--- config.mk ---
export PLATFORM = sky130hd
export DESIGN_NAME = turbo_cb_scheduler
export DESIGN_NICKNAME = d
export VERILOG_FILES = /design/src/rtl/turbo_cb_scheduler_pkg.sv /design/src/rtl/turbo_cb_scheduler_watchdog.sv /design/src/rtl/turbo_cb_scheduler.sv
export SDC_FILE = /design/constraint.sdc
export NUM_CORES = 1
export LEC_CHECK = 0
export CAP_MARGIN = 20
export CORE_ASPECT_RATIO = 0.9
export CORE_MARGIN = 4
export CORE_UTILIZATION = 25
export DETAILED_ROUTE_END_ITERATION = 10
export GPL_TIMING_DRIVEN = 0
export PLACE_DENSITY = 0.44
export SYNTH_ARGS = -nofsm -noshare
export SYNTH_HDL_FRONTEND = slang
export SYNTH_SLANG_ARGS = --single-unit
export TNS_END_PERCENT = 30
--- constraint.sdc ---
create_clock -name clk -period 3.9 [get_ports clk]
set_input_delay 0.39 -clock clk [delete_from_list [all_inputs] [get_ports clk]]
set_output_delay 0.39 -clock clk [all_outputs]
set_load 0.02 [all_outputs]
--- src/rtl/turbo_cb_scheduler_pkg.sv ---
// Shared definitions for the turbo codeblock scheduler: codeblock index
// width, scheduler state encodings and the default watchdog limit.
package turbo_cb_scheduler_pkg;

    localparam int          CODEBLOCK_AW = 5;
    localparam logic [19:0] TIMEOUT_DEF  = 20'd800000;

    typedef enum logic [2:0] {
        ST_IDLE  = 3'd0,
        ST_START = 3'd1,
        ST_WAIT  = 3'd2,
        ST_GAP   = 3'd3,
        ST_FIN   = 3'd4
    } sched_state_e;

endpackage

--- src/rtl/turbo_cb_scheduler_watchdog.sv ---
// Per-codeblock watchdog: cleared when a decode starts, counts while the
// core runs, and flags the last allowed cycle while counting.
module turbo_watchdog
    import turbo_cb_scheduler_pkg::*;
#(
    parameter int                   TIMEOUT_W   = 20,
    parameter logic [TIMEOUT_W-1:0] TIMEOUT_CYC = TIMEOUT_W'(TIMEOUT_DEF)
) (
    input  logic clk,
    input  logic rst_n,
    input  logic clear_i,
    input  logic enable_i,
    output logic expire_o
);

    localparam logic [TIMEOUT_W-1:0] LAST_CYC = TIMEOUT_CYC - TIMEOUT_W'(1);

    logic [TIMEOUT_W-1:0] cnt_q;
    logic [TIMEOUT_W-1:0] cnt_d;

    // Clear has priority so a fresh block always starts counting from zero.
    always_comb begin
        cnt_d = cnt_q;
        if (clear_i) begin
            cnt_d = '0;
        end else if (enable_i) begin
            cnt_d = cnt_q + TIMEOUT_W'(1);
        end
    end

    // Counter register.
    always_ff @(posedge clk or negedge rst_n) begin
        if (!rst_n) begin
            cnt_q <= '0;
        end else begin
            cnt_q <= cnt_d;
        end
    end

    assign expire_o = enable_i && (cnt_q == LAST_CYC);

endmodule

--- src/rtl/turbo_cb_scheduler.sv ---
// Walks codeblocks 0..cb_last through the single turbo decoder core,
// pulsing its start, holding run high while it decodes, collecting CRC
// results and aborting a block that exceeds the watchdog limit.
module turbo_cb_scheduler
    import turbo_cb_scheduler_pkg::*;
#(
    parameter int                   CB_AW       = CODEBLOCK_AW,
    parameter int                   TIMEOUT_W   = 20,
    parameter logic [TIMEOUT_W-1:0] TIMEOUT_CYC = TIMEOUT_W'(TIMEOUT_DEF)
) (
    input  logic                    clk,
    input  logic                    rst_n,
    input  logic                    sched_start,
    input  logic                    sched_abort,
    input  logic [CB_AW-1:0]        cb_last,
    output logic                    dec_run,
    output logic                    dec_start,
    input  logic                    dec_end,
    input  logic                    dec_crc,
    output logic [CB_AW-1:0]        cb_idx,
    output logic                    sched_busy,
    output logic                    sched_done,
    output logic                    sched_err,
    output logic [CB_AW:0]          crc_fail_cnt,
    output logic [(2**CB_AW)-1:0]   crc_map
);

    sched_state_e            state_q;
    logic [CB_AW-1:0]        cb_last_q;
    logic [CB_AW-1:0]        cb_idx_q;
    logic [CB_AW:0]          crc_fail_cnt_q;
    logic [(2**CB_AW)-1:0]   crc_map_q;
    logic                    dec_run_q;
    logic                    dec_start_q;
    logic                    sched_done_q;
    logic                    sched_err_q;
    logic                    wd_expire;

    turbo_watchdog #(
        .TIMEOUT_W   (TIMEOUT_W),
        .TIMEOUT_CYC (TIMEOUT_CYC)
    ) u_watchdog (
        .clk      (clk),
        .rst_n    (rst_n),
        .clear_i  (state_q == ST_START),
        .enable_i (state_q == ST_WAIT),
        .expire_o (wd_expire)
    );

    // Scheduler FSM with registered core controls; abort beats everything,
    // and a dec_end in the expiry cycle is accepted rather than flagged.
    always_ff @(posedge clk or negedge rst_n) begin
        if (!rst_n) begin
            state_q        <= ST_IDLE;
            cb_last_q      <= '0;
            cb_idx_q       <= '0;
            crc_fail_cnt_q <= '0;
            crc_map_q      <= '0;
            dec_run_q      <= 1'b0;
            dec_start_q    <= 1'b0;
            sched_done_q   <= 1'b0;
            sched_err_q    <= 1'b0;
        end else begin
            dec_start_q  <= 1'b0;
            sched_done_q <= 1'b0;
            if (sched_abort) begin
                state_q   <= ST_IDLE;
                dec_run_q <= 1'b0;
            end else begin
                case (state_q)
                    ST_IDLE: begin
                        if (sched_start) begin
                            cb_last_q      <= cb_last;
                            cb_idx_q       <= '0;
                            crc_fail_cnt_q <= '0;
                            crc_map_q      <= '0;
                            sched_err_q    <= 1'b0;
                            dec_start_q    <= 1'b1;
                            dec_run_q      <= 1'b1;
                            state_q        <= ST_START;
                        end
                    end
                    ST_START: begin
                        state_q <= ST_WAIT;
                    end
                    ST_WAIT: begin
                        if (dec_end) begin
                            crc_map_q[cb_idx_q] <= dec_crc;
                            if (!dec_crc) begin
                                crc_fail_cnt_q <= crc_fail_cnt_q + (CB_AW+1)'(1);
                            end
                            dec_run_q <= 1'b0;
                            state_q   <= ST_GAP;
                        end else if (wd_expire) begin
                            sched_err_q  <= 1'b1;
                            sched_done_q <= 1'b1;
                            dec_run_q    <= 1'b0;
                            state_q      <= ST_FIN;
                        end
                    end
                    ST_GAP: begin
                        if (cb_idx_q == cb_last_q) begin
                            sched_done_q <= 1'b1;
                            state_q      <= ST_FIN;
                        end else begin
                            cb_idx_q    <= cb_idx_q + CB_AW'(1);
                            dec_start_q <= 1'b1;
                            dec_run_q   <= 1'b1;
                            state_q     <= ST_START;
                        end
                    end
                    ST_FIN: begin
                        state_q <= ST_IDLE;
                    end
                    default: begin
                        dec_run_q <= 1'b0;
                        state_q   <= ST_IDLE;
                    end
                endcase
            end
        end
    end

    assign dec_run      = dec_run_q;
    assign dec_start    = dec_start_q;
    assign cb_idx       = cb_idx_q;
    assign sched_busy   = (state_q != ST_IDLE);
    assign sched_done   = sched_done_q;
    assign sched_err    = sched_err_q;
    assign crc_fail_cnt = crc_fail_cnt_q;
    assign crc_map      = crc_map_q;

endmodule

==> qor.txt, run 1 <==
WP data arrival: 2.08 ns
vias in the first global route: 3,190
Yosys top cell area share: 47.6%
WHS: 0.435 ns
reg2reg setup slack: 1.68 ns
Die ar.: 17,800 um2
row count: 43
DRT iter0 DRCs: 150
outcome: complete, no violations
CTS Buffer Depth: 2
GR Overflow Total: 0
Total Routed Length: 11,100 um
largest net degree at the start of global routing: 61
Post-synth top flop: dfrtp_1
Inserted Diodes: 0
syn nets: 427
min Tclk post-route: 2.47 ns
number of synthesized flops with an enable pin: 0
CTS root buf: clkbuf_16
Placeable Area: 15,400 um2
hpwl dp: 7760 um
H-Tree Depth: 3
via/cell ratio: 4.72
Syn Area/Cell: 9.61 um2
Finished Layout Cells: 687
first-pass GRT wire length: 18,100 um
Syn Inst Count: 410
RSZ-0062 raised after global routing: false
crit path launch type: flop
CP Max Fanout: 10
Tot Pwr: 1.98 mW
Max transition margin: 42.6%
Layout area overhead: 29.4%
sequential area share after synthesis: 47.6%
cell count after placement: 670
Finished Core Util: 33.0%
DRC violations left: 0
Critical-path top delay cell: clkdlybuf4s50_1
Pwr Density: 387 nW/um2
period utilization: 63.3%
Peak VDD IR: 0.000186 V
Post-DRT Antenna Nets: 0
Synth area leaders: dfrtp_1 48%, mux2i_1 11%, nand2_1 8.4%
Sink Count: 75
cts bufs inserted: 9
CTS clk-pin slew, worst paths: 0.06 ns
FF+latch count, synth: 75
nets@finish: 497
Clk Latency, worst-skew pair: 0.35 ns
fin worst setup slack: 1.43 ns
final RePlAce weighted congestion: 0.787
CP peak stage delay: 0.56 ns
Synth Cell Area: 3940 um2
worst min path class: primary input to flop
Yosys cell types: 52
layout cell share with drive strength beyond 1: 8.04%
routed length per instance: 16.1 um
Setup CP Type: flop to output port
reg2reg start: state_q[0]
Die Ht: 127 um
Leak: 2.31 nW
CTS tree: yes
ys async rst share: 100%
drt pass-1 iters: 4
Clock Skew: 0.00858 ns
crit path to: sched_busy
antenna violations before repair: 0
worst path required time: 3.51 ns
R2R depth: 7
Fmax: 0.405 GHz
Slew Viols, Final: 0
Critical Path Start: state_q[0]
Post-Place Setup Slack: 1.37 ns
worst r2r dst: crc_map[20]
crit-path cells: buf_2 -> nor3_1 -> inv_1 -> clkdlybuf4s50_1
Starting Density: 25.5%
Hold Violations, Final: 0
leading area contributor after synthesis: dfrtp_1
PostCTS Resize Cnt: 0
Final Setup Violations: 0
Synth warnings: 0
die width: 140 um
max-cap violations: 0
io pins: 59
Total Routing Usage GR: 12.8%
pin slew with the least headroom to its limit: 0.857 ns
crit end category: output port
Vias: 3,243
I/O Buffers: 57
[layout make-up]
type                            count  area (um2)
Buffer                             28         129
Clock buffer                        9         225
Clock inverter                      7        76.3
Fill cell                        1585       10300
Inverter                            8        30.0
Multi-Input combinational cell    299        1900
Sequential cell                    75        1880
Tap cell                          202         253
Timing Repair Buffer               59         606
[synth_stat cells, types with 3 or more instances]
cell type	number
a211oi_1	4
dfrtp_1	75
a22o_1	3
nand3_1	29
nand2_1	88
and4_1	4
and3_1	6
o22ai_1	3
mux2i_1	42
nor4_1	3
nand4_1	7
nand2b_1	5
or3_1	4
o21ai_0	12
a31oi_1	4
ha_1	6
nor2_1	11
xor2_1	3
nor3_1	5
clkbuf_1	18
xnor2_1	5
inv_1	8
and2_1	4
nor3b_1	5
a21oi_1	13
buf_2	7
[report_power, final]
| group | internal [mW] | total, mW | switching [mW] | leakage, nW |
|---|---|---|---|---|
| logic | 0.102 | 0.276 | 0.174 | 1.13 |
| clock network | 0.500 | 0.859 | 0.359 | 0.142 |
| registers | 0.811 | 0.840 | 0.0294 | 1.04 |
[what timing repair did]
| action | in CTS | in global routing |
|---|---|---|
| endpoints found under the hold margin | 15 | 0 |
| hold buffers | 1 | 0 |
| buffers inserted | 0 | 0 |
| endpoints found under the setup margin | 0 | 0 |
[registers in the layout, summed over array words and instances (netlist names)]
name,count
u_watchdog.cnt_q,20
crc_fail_cnt,6
sched_done,1
cb_idx,5
dec_run,1
sched_err,1
dec_start,1
crc_map,32
cb_last_q,5
state_q,3
[worst min-delay path by stage]
stage | endpoint | cells after the start | slack, ns | startpoint
floorplan | cb_idx[0] | 0 | 0.09 | rst_n
global placement | sched_err | 1 | 0.48 | sched_err
detailed placement | cb_last_q[3] | 1 | 0.28 | rst_n
CTS | state_q[2] | 2 | 0.43 | sched_abort
global route | state_q[1] | 2 | 0.45 | sched_abort
finish | state_q[2] | 2 | 0.43 | sched_abort
[cells by family (layout without fill, tap and decap cells)]
kind of cell	Yosys count	count (layout)	synth area share, %
flops	75	75	47.6
mux	44	44	11.2
simple gates	191	191	25.5
compound gates	50	50	7.91
buf+inv	36	111	4.03
fa+ha+maj	6	6	1.91
xor+xnor	8	8	1.78
[critical path: cells and delay by family, from the launching register on]
kind          cells  cell delay, ns
buf+inv           3            0.88
flops             1            0.42
simple gates      1            0.44
[cell usage in the layout, fill, tap and decap left out, types with 3 or more instances in the layout]
| master | netlist | final |
|---|---|---|
| nand2_1 | 88 | 88 |
| dfrtp_1 | 75 | 75 |
| clkdlybuf4s50_1 | 0 | 56 |
| mux2i_1 | 42 | 42 |
| nand3_1 | 29 | 29 |
| clkbuf_1 | 18 | 18 |
| a21oi_1 | 13 | 13 |
| o21ai_0 | 12 | 12 |
| nor2_1 | 11 | 11 |
| clkbuf_16 | 0 | 9 |
| inv_1 | 8 | 8 |
| buf_2 | 7 | 7 |
| nand4_1 | 7 | 7 |
| and3_1 | 6 | 6 |
| ha_1 | 6 | 6 |
| nor3_1 | 5 | 5 |
| xnor2_1 | 5 | 5 |
| nand2b_1 | 5 | 5 |
| nor3b_1 | 5 | 5 |
| or3_1 | 4 | 4 |
| a211oi_1 | 4 | 4 |
| and4_1 | 4 | 4 |
| and2_1 | 4 | 4 |
| a31oi_1 | 4 | 4 |
| xor2_1 | 3 | 3 |
| nor4_1 | 3 | 3 |
| a22o_1 | 3 | 3 |
| o22ai_1 | 3 | 3 |
[stage by stage]
step | instance area [um2] | TNS, ns
floorplan | 3940 | 0
global placement | 4760 | -35.93
detailed placement | 4790 | 0
CTS | 5100 | 0
global route | 5100 | 0
finish | 5100 | 0
[metal layers]
metal	GRT usage, %	routed length [um]	share of wire, %
met2	18.3	4820	43
met5	0	0	0
met3	3.56	479	4.3
met4	3.48	119	1.1
met1	19.0	5660	51
Note: power is estimated with default switching activity, not from simulation.
==> run 2: changes to the inputs <==
clock period = 2.3 ns   (was 3.9 ns; I/O delays follow)
==> qor.txt, run 2 (synthesis gave the netlist of run 1 again) <==
outcome: complete, no violations
I/O Buffers: 57
most frequent cells in the layout: 88 x nand2_1, 75 x dfrtp_1, 56 x clkdlybuf4s50_1
Vias: 3,230
fin worst setup slack: 0.157 ns
buffer count from post-CTS setup fixing: 0
antenna violations before repair: 0
Pwr Density: 656 nW/um2
Sink Count: 75
Critical-path top delay cell: clkdlybuf4s50_1
first-pass GRT wire length: 18,100 um
via/cell ratio: 4.70
Clk Latency, worst-skew pair: 0.35 ns
crit path launch type: flop
Peak VDD IR: 0.000314 V
final RePlAce weighted congestion: 0.787
Clock Skew: 0.00859 ns
hpwl dp: 7760 um
pin slew with the least headroom to its limit: 0.774 ns
Starting Density: 25.5%
crit end category: output port
setup_tns: 0 ns
period utilization: 93.2%
Fmax: 0.467 GHz
Max transition margin: 46.9%
RSZ-0062 raised after global routing: false
Post-DRT Antenna Nets: 0
CP peak stage delay: 0.55 ns
DRT iter0 DRCs: 155
die width: 140 um
GR Overflow Total: 0
CTS Buffer Depth: 2
Hold Violations, Final: 0
row count: 43
io pins: 59
Placeable Area: 15,400 um2
min Tclk post-route: 2.14 ns
Die Ht: 127 um
Post-Place Setup Slack: -0.0671 ns
Total Routing Usage GR: 12.8%
Finished Core Util: 33.1%
drt pass-1 iters: 4
CP top delay family: buffers and inverters
layout cell share with drive strength beyond 1: 8.25%
Layout area overhead: 29.7%
vias in the first global route: 3,190
worst path required time: 2.07 ns
Setup CP Type: flop to output port
CP Max Fanout: 10
worst path bufs/invs: 3
largest net degree at the start of global routing: 61
CTS root buf: clkbuf_16
routed length per instance: 16.1 um
Inserted Diodes: 0
crit-path cells: buf_2 -> nor3_2 -> inv_1 -> clkdlybuf4s50_1
most common cell after layout, fill and taps aside: nand2_1
WP data arrival: 1.91 ns
max-cap violations: 0
CTS clk-pin slew, worst paths: 0.06 ns
Slew Viols, Final: 0
worst min path class: primary input to flop
DRC violations left: 0
Leak: 2.32 nW
nets@finish: 497
H-Tree Depth: 3
Final Setup Violations: 0
cell count after placement: 670
Total Routed Length: 11,100 um
FILL cells: 1,587
CTS tree: yes
Finished Layout Cells: 687
Die ar.: 17,800 um2
cts bufs inserted: 9
max reg flops: 32
[run 2: cell counts in the layout (fill, tap and decap cells not counted)]
No cell type changed its count.
[run 2: worst reg2reg max path: stages, from the launching register on]
cell     delay (ns)
dfrtp_1        0.38
buf_6          0.15
or3_1          0.36
buf_6          0.15
nor3_2         0.59
nand2_1        0.16
mux2i_1        0.15
[run 2: final timing paths]
path                                   start  slack [ns]  cells past startpoint           end
worst min register to register  cb_last_q[0]        0.50                      2  cb_last_q[0]
worst max register to register    state_q[2]        0.23                      6    crc_map[3]
max in group asynchronous              rst_n        1.41                      3    sched_done
worst max-delay path              state_q[0]        0.16                      4    sched_busy
min in group asynchronous              rst_n        0.29                      2  cb_last_q[4]
worst min-delay path             sched_abort        0.27                      2    state_q[2]
[run 2: report_power, final]
group | internal [mW] | switching [mW] | total [mW] | leakage [nW]
logic | 0.174 | 0.298 | 0.473 | 1.14
registers | 1.37 | 0.0500 | 1.42 | 1.04
clock network | 0.848 | 0.607 | 1.45 | 0.142
total | 2.40 | 0.955 | 3.35 | 2.32
[run 2: through the flow]
| stage | area, um2 | total power [mW] | hold WS [ns] |
|---|---|---|---|
| 6_report | 5110 | 3.35 | 0.274 |
| 5_1_grt | 5110 | 3.52 | 0.291 |
| 4_1_cts | 5100 | 3.41 | 0.269 |
| 3_5_place_dp | 4790 | 1.92 | 0.118 |
| 3_3_place_gp | 4760 | 1.91 | 0.476 |
| 2_1_floorplan | 3940 | 1.72 | -0.0656 |
[run 2: what timing repair did]
| item | in CTS | in global routing |
|---|---|---|
| endpoints found under the setup margin | 1 | 5 |
| gates resized for setup | 1 | 1 |
| hold endpoints to repair | 15 | 0 |
| hold buffers | 1 | 0 |
[run 2: area by class of cell]
class	count	area, um2	area share (%)
Clock inverter	7	76.3	1.49
Inverter	8	30.0	0.588
Buffer	28	129	2.52
Multi-Input combinational cell	299	1910	37.5
Timing Repair Buffer	59	606	11.9
Tap cell	202	253	4.95
Clock buffer	9	225	4.41
Sequential cell	75	1880	36.7
[run 2: routing by layer]
layer | GRT usage [%] | wire length [um] | vias to the layer above
li1 | - | - | 1572
met1 | 19.0 | 5690 | 1595
met2 | 18.3 | 4840 | 57
met3 | 3.56 | 428 | 6
met4 | 3.48 | 115 | 0
met5 | 0 | 0 | -
